**src/rtl/gain_scale_pipe.sv**
```systemverilog
// gain_scale_pipe
//   Multiplies each signed waveform sample by a Q2.10 gain and adds a signed
//   DC offset. The result is saturated to 12 bits and sent to the DAC as
//   offset-binary. A newly loaded gain is held pending. It becomes active
//   only when a start-of-period sample arrives, so a waveform period never
//   changes amplitude part way through.
//
// Ports
//   Clock        in   system clock (rising edge)
//   Reset        in   synchronous reset, active low
//   Sample_In    in   [11:0] signed sample
//   Sample_Valid in   Sample_In valid this cycle
//   Sample_Sop   in   first sample of a waveform period (qualified by valid)
//   Gain_In      in   [11:0] unsigned Q2.10 gain
//   Gain_Load    in   strobe: capture Gain_In as pending gain
//   Offset_In    in   [11:0] signed DC offset, sampled with each sample
//   Sat_Clr      in   clears Sat_Flag
//   Dac_Out      out  [11:0] offset-binary DAC code (holds when not valid)
//   Dac_Valid    out  Dac_Out valid this cycle
//   Sat_Flag     out  sticky saturation indicator
//   Gain_Active  out  [11:0] gain applied to samples entering now
module gain_scale_pipe #(
   parameter logic [11:0] GAIN_RST = 12'd1024,
   parameter logic [11:0] DAC_RST  = 12'h800
) (
   input  logic        Clock,
   input  logic        Reset,
   input  logic [11:0] Sample_In,
   input  logic        Sample_Valid,
   input  logic        Sample_Sop,
   input  logic [11:0] Gain_In,
   input  logic        Gain_Load,
   input  logic [11:0] Offset_In,
   input  logic        Sat_Clr,
   output logic [11:0] Dac_Out,
   output logic        Dac_Valid,
   output logic        Sat_Flag,
   output logic [11:0] Gain_Active
);

   logic [11:0] pend_gain;
   logic        pend_flag;
   logic        commit;
   logic [11:0] eff_gain;

   logic [11:0] s1_sample;
   logic [11:0] s1_gain;
   logic [11:0] s1_offset;
   logic        s1_valid;

   logic signed [24:0] prod;
   logic signed [24:0] rnd;
   logic               unused_rnd_lsb;

   logic [14:0] s2_res;
   logic [11:0] s2_offset;
   logic        s2_valid;

   logic signed [15:0] sum;
   logic [11:0]        clamped;
   logic               clipped;

   // A commit needs the pending flag as it was before this edge. A Gain_Load
   // in the same cycle only refills the pending register for the next period.
   always_comb begin
      commit   = Sample_Valid && Sample_Sop && pend_flag;
      eff_gain = commit ? pend_gain : Gain_Active;
   end

   always_ff @(posedge Clock) begin
      if (!Reset) begin
         pend_gain   <= '0;
         pend_flag   <= 1'b0;
         Gain_Active <= GAIN_RST;
      end else begin
         if (commit) begin
            Gain_Active <= pend_gain;
         end
         if (Gain_Load) begin
            pend_gain <= Gain_In;
            pend_flag <= 1'b1;
         end else if (commit) begin
            pend_flag <= 1'b0;
         end
      end
   end

   // Stage 1: register inputs together with the gain that applies to them.
   always_ff @(posedge Clock) begin
      if (!Reset) begin
         s1_valid <= 1'b0;
      end else begin
         s1_valid <= Sample_Valid;
      end
      s1_sample <= Sample_In;
      s1_gain   <= eff_gain;
      s1_offset <= Offset_In;
   end

   // Stage 2: the gain is zero-extended to 13 bits and treated as a positive
   // signed value. The rounding constant 512 is half of one LSB after the
   // shift, so results round half-up. Bits [24:10] are the product after an
   // arithmetic shift right by 10.
   always_comb begin
      prod           = $signed(s1_sample) * $signed({1'b0, s1_gain});
      rnd            = prod + 25'sd512;
      unused_rnd_lsb = ^rnd[9:0];
   end

   always_ff @(posedge Clock) begin
      if (!Reset) begin
         s2_valid <= 1'b0;
      end else begin
         s2_valid <= s1_valid;
      end
      s2_res    <= rnd[24:10];
      s2_offset <= s1_offset;
   end

   // Stage 3: add the offset, clamp to 12-bit signed, then convert to offset binary.
   always_comb begin
      sum     = $signed({s2_res[14], s2_res}) + $signed({{4{s2_offset[11]}}, s2_offset});
      clamped = sum[11:0];
      clipped = 1'b0;
      if (sum > 16'sd2047) begin
         clamped = 12'h7FF;
         clipped = 1'b1;
      end else if (sum < -16'sd2048) begin
         clamped = 12'h800;
         clipped = 1'b1;
      end
   end

   always_ff @(posedge Clock) begin
      if (!Reset) begin
         Dac_Out   <= DAC_RST;
         Dac_Valid <= 1'b0;
         Sat_Flag  <= 1'b0;
      end else begin
         Dac_Valid <= s2_valid;
         if (s2_valid) begin
            Dac_Out <= {~clamped[11], clamped[10:0]};
         end
         if (s2_valid && clipped) begin
            Sat_Flag <= 1'b1;
         end else if (Sat_Clr) begin
            Sat_Flag <= 1'b0;
         end
      end
   end

endmodule

```
**config.mk**
```make
export PLATFORM = sky130hd
export DESIGN_NAME = gain_scale_pipe
export DESIGN_NICKNAME = d
export VERILOG_FILES = /design/src/rtl/gain_scale_pipe.sv
export SDC_FILE = /design/constraint.sdc
export NUM_CORES = 1
export LEC_CHECK = 0
export BUFFER_PORTS_ARGS = -buffer_cell sky130_fd_sc_hd__buf_2
export CAP_MARGIN = 15
export CELL_PAD_IN_SITES_DETAIL_PLACEMENT = 1
export CELL_PAD_IN_SITES_GLOBAL_PLACEMENT = 1
export CORE_MARGIN = 3
export CORE_UTILIZATION = 48
export DETAILED_ROUTE_END_ITERATION = 7
export PLACE_DENSITY_LB_ADDON = 0.08
export SYNTH_ARGS = -nofsm -noshare
export SYNTH_HDL_FRONTEND = slang
export SYNTH_SLANG_ARGS = --single-unit
```
**constraint.sdc**
```tcl
create_clock -name Clock -period 5.7 [get_ports Clock]
set_input_delay 0.285 -clock Clock [delete_from_list [all_inputs] [get_ports Clock]]
set_output_delay 0.285 -clock Clock [all_outputs]
set_load 0.02 [all_outputs]
```
==> impl_metrics.ini <==
[critical_path]
cp-start-kind = flop
crit_top_cell = fa_1
cpMaxStageDelayCell = fa_1
required_ps = 5980
crit_path_max_fanout = 8
crit_path_cell_trace = nand2_1 -> fa_1 -> fa_1 -> inv_1 -> ha_1 -> fa_1 -> fa_1 -> ha_1 -> and4b_1 -> a221oi_2 -> buf_4 -> o21ai_1 -> o31a_1 -> a31oi_2 -> o21ai_1 -> buf_4 -> o22ai_1 -> xnor2_1
cp.buffers_inverters = 3
cp_slowest_stage_delay_ps = 520
path_class = flop to flop
end_kind = flop
cp_top_family = adder cells
worstPathArrival_ps = 5690

[floorplanning]
start_util_pct = 49.9
dieWidth_um = 135
dieArea_sq_mm = 0.0183
core_sq_mm = 0.0161
die_h_um = 135
ioPinCount = 68
rows = 46

[clock_network]
cts_tree = yes
clk_path_buf_depth = 2
holdBufCountCts = 0
cts.sinks = 104
h-tree-depth = 3
clk_latency_ps = 350
clk_pin_slew_ps = 80
cts-root-buf = clkbuf_16
cts_buffers = 9
post_cts_buffers = 0

[power_and_ir_drop]
irDropWorstVdd_mv = 0.181
power_switching_share_pct = 35.3
switching_power_mw = 0.846
p_total_mw = 2.40
p_int_mw = 1.55
power.share.sequential_pct = 36.0
combPwrFrac_pct = 37.9
p_leak_nw = 4.56
clockPowerShare_pct = 26.1
powerDensity_mw_per_mm2 = 265

[drt]
dr_wl_met3_um = 558
m1WireLength_um = 8410
first_pass_iters = 4
via_per_inst = 5.14
drtAntennaViolNets = 0
post_drt_wl_per_cell_um = 16.9
dr_wl_met2_um = 9610
drc = 0
first_iter_violations = 232
wl_um = 18800
top_layer_used = met4
vias = 5715

[finish]
layout-drive-gt1-share_pct = 16.0
utilization_pct = 56.0
diodes = 0
finalNonFillerCells = 1112
mostFrequentLayoutCell = inv_1
nNetsFinal = 1121
layout_common_cells = 139 x inv_1, 101 x fa_1, 94 x dfxtp_1
syn_to_final_growth_pct = 12.3

[global_routing]
grt-ovfl-total = 0
grt_start_max_net_pins = 20
grt_usage_pct = 22.0
grt_pass1_vias = 6502
grt_first_pass_wirelength_um = 31800
antenna_found_initial = 0

[logic_synthesis]
synth_cells = 822
synth-seq-area-share_pct = 25.9
async_reset_ff_share_pct = 0
synth_area_sq_mm = 0.00804
synth.largest_area_cell = dfxtp_1
yosys-top-cells-area = dfxtp_1 26%, fa_1 25%, ha_1 13%, inv_1 6.5%, and2_1 5.1%
yosys_warnings = 0
ys_types = 55
yosys.area.top_type_share_pct = 25.9
ys_ff_latch = 104
synth_edf_count = 0
synthesis.nets = 1051
synth_top_flop_cell = dfxtp_1
synth.avg_cell_area_sq_um = 9.78

[sta]
finalCritPeriodShare_pct = 94.9
max_freq_mhz = 185
setup_viol = 0
fin_skew_ps = 11.3
fin_ws_ps = 290
rsz0062_at_grt = no
timing.final.max_slew_violations = 0
worstMarginPinSlew_ps = 733
period_minus_slack_ps = 5410
hold_viol = 0
relSlewSlack_pct = 51.0

[outcome]
outcome = finished, final reports clean

[placed_design]
dp_slack_ps = -67.4
hpwlAfterDp_um = 15800
gp_congestion = 0.868
dp_cells = 1097
io_buffers = 67

[flow_run]
maxCapViolCount = 0

[min_path]
min_path_type = primary input to flop
[timing repair]
item,in CTS,in global routing
endpoints found under the setup margin,3,4
resized for setup,1,11
cloned,0,0
[flip-flops by register name, summed over array words and instances, names as in the netlist]
register	count
Gain_Active	12
pend_flag	1
Sat_Flag	1
Dac_Out	12
s1_valid	1
s2_res	15
s2_offset	12
s1_gain	12
Dac_Valid	1
s2_valid	1
s1_offset	12
pend_gain	12
s1_sample	12
[metrics by stage]
| step | setup TNS, ps | area [sq um] | hold WS, ps |
|---|---|---|---|
| 6_report | 0 | 9020 | 33.4 |
| 4_1_cts | 0 | 9000 | 22.1 |
| 3_3_place_gp | 0 | 8690 | 312 |
| 3_5_place_dp | -119 | 8690 | 315 |
| 5_1_grt | 0 | 9020 | 17.9 |
| 2_1_floorplan | 0 | 8040 | 310 |
[final timing paths]
path,startpoint,to,slack [ps],cells past startpoint
worst max-delay path,s1_gain[4]$_DFF_P_,s2_res[13]$_DFF_P_,290,18
worst min-delay path,Offset_In[3],s1_offset[3]$_DFF_P_,30,1
worst max register to register,s1_gain[4]$_DFF_P_,s2_res[13]$_DFF_P_,290,18
worst min register to register,s1_offset[8]$_DFF_P_,s2_offset[8]$_DFF_P_,330,0
[power groups by stage]
stage | registers, mW | clock network [mW] | logic (mW)
6_report | 0.863 | 0.625 | 0.908
3_5_place_dp | 0.878 | 0 | 0.902
2_1_floorplan | 0.871 | 0 | 0.668
5_1_grt | 0.872 | 0.673 | 1.03
4_1_cts | 0.863 | 0.638 | 0.917
3_3_place_gp | 0.876 | 0 | 0.858
[Yosys cell counts, drive strengths merged (2+ instances only)]
master	n
inv	139
dfxtp	104
fa	101
nand2	87
ha	86
and2	66
nor2	37
clkbuf	29
xnor2	18
o21ai	17
a21oi	16
mux2i	15
mux2	12
a21o	9
a221o	9
nand2b	9
a211oi	7
nor3	6
xor2	6
nand3	5
nor2b	4
o21a	4
buf	3
o21bai	3
or2	3
a31oi	2
and3	2
nand4	2
or3	2
[kinds of logic after synthesis]
family,after synthesis,share of synthesized area (%)
buffers and inverters,172,8.13
adder cells (fa/ha/maj),187,38.5
XOR/XNOR,24,2.62
multiplexers,27,3.55
AO/OA/AOI/OAI,81,7.35
flip-flops,104,25.9
AND/OR/NAND/NOR,227,13.9
[worst reg2reg max path: cells and delay by family (launching register included)]
kind / cells / cell delay, ps
adders and majority gates: 6 / 2670
AOI/OAI and AO/OA: 6 / 1300
xor gates and xnor gates: 1 / 130
and+or+nand+nor: 2 / 330
buffers and inverters: 3 / 390
DFF: 1 / 510
[cell type report]
| cell class | instances | area (sq um) |
|---|---|---|
| flip-flops and latches | 104 | 2090 |
| fillers | 1818 | 7090 |
| well taps | 216 | 270 |
| repair buffers | 91 | 515 |
| multi-input cells | 546 | 5320 |
| inverters | 140 | 526 |
| clock buffers | 9 | 225 |
| clock inverters | 6 | 76.3 |
[per-layer routing]
layer / global-route usage [%] / vias up
met5: 0 / -
met4: 4.98 / 0
met3: 3.08 / 13
met2: 39.1 / 63
met1: 28.6 / 2917
li1: - / 2722
Power figures use the tool's default switching activity.
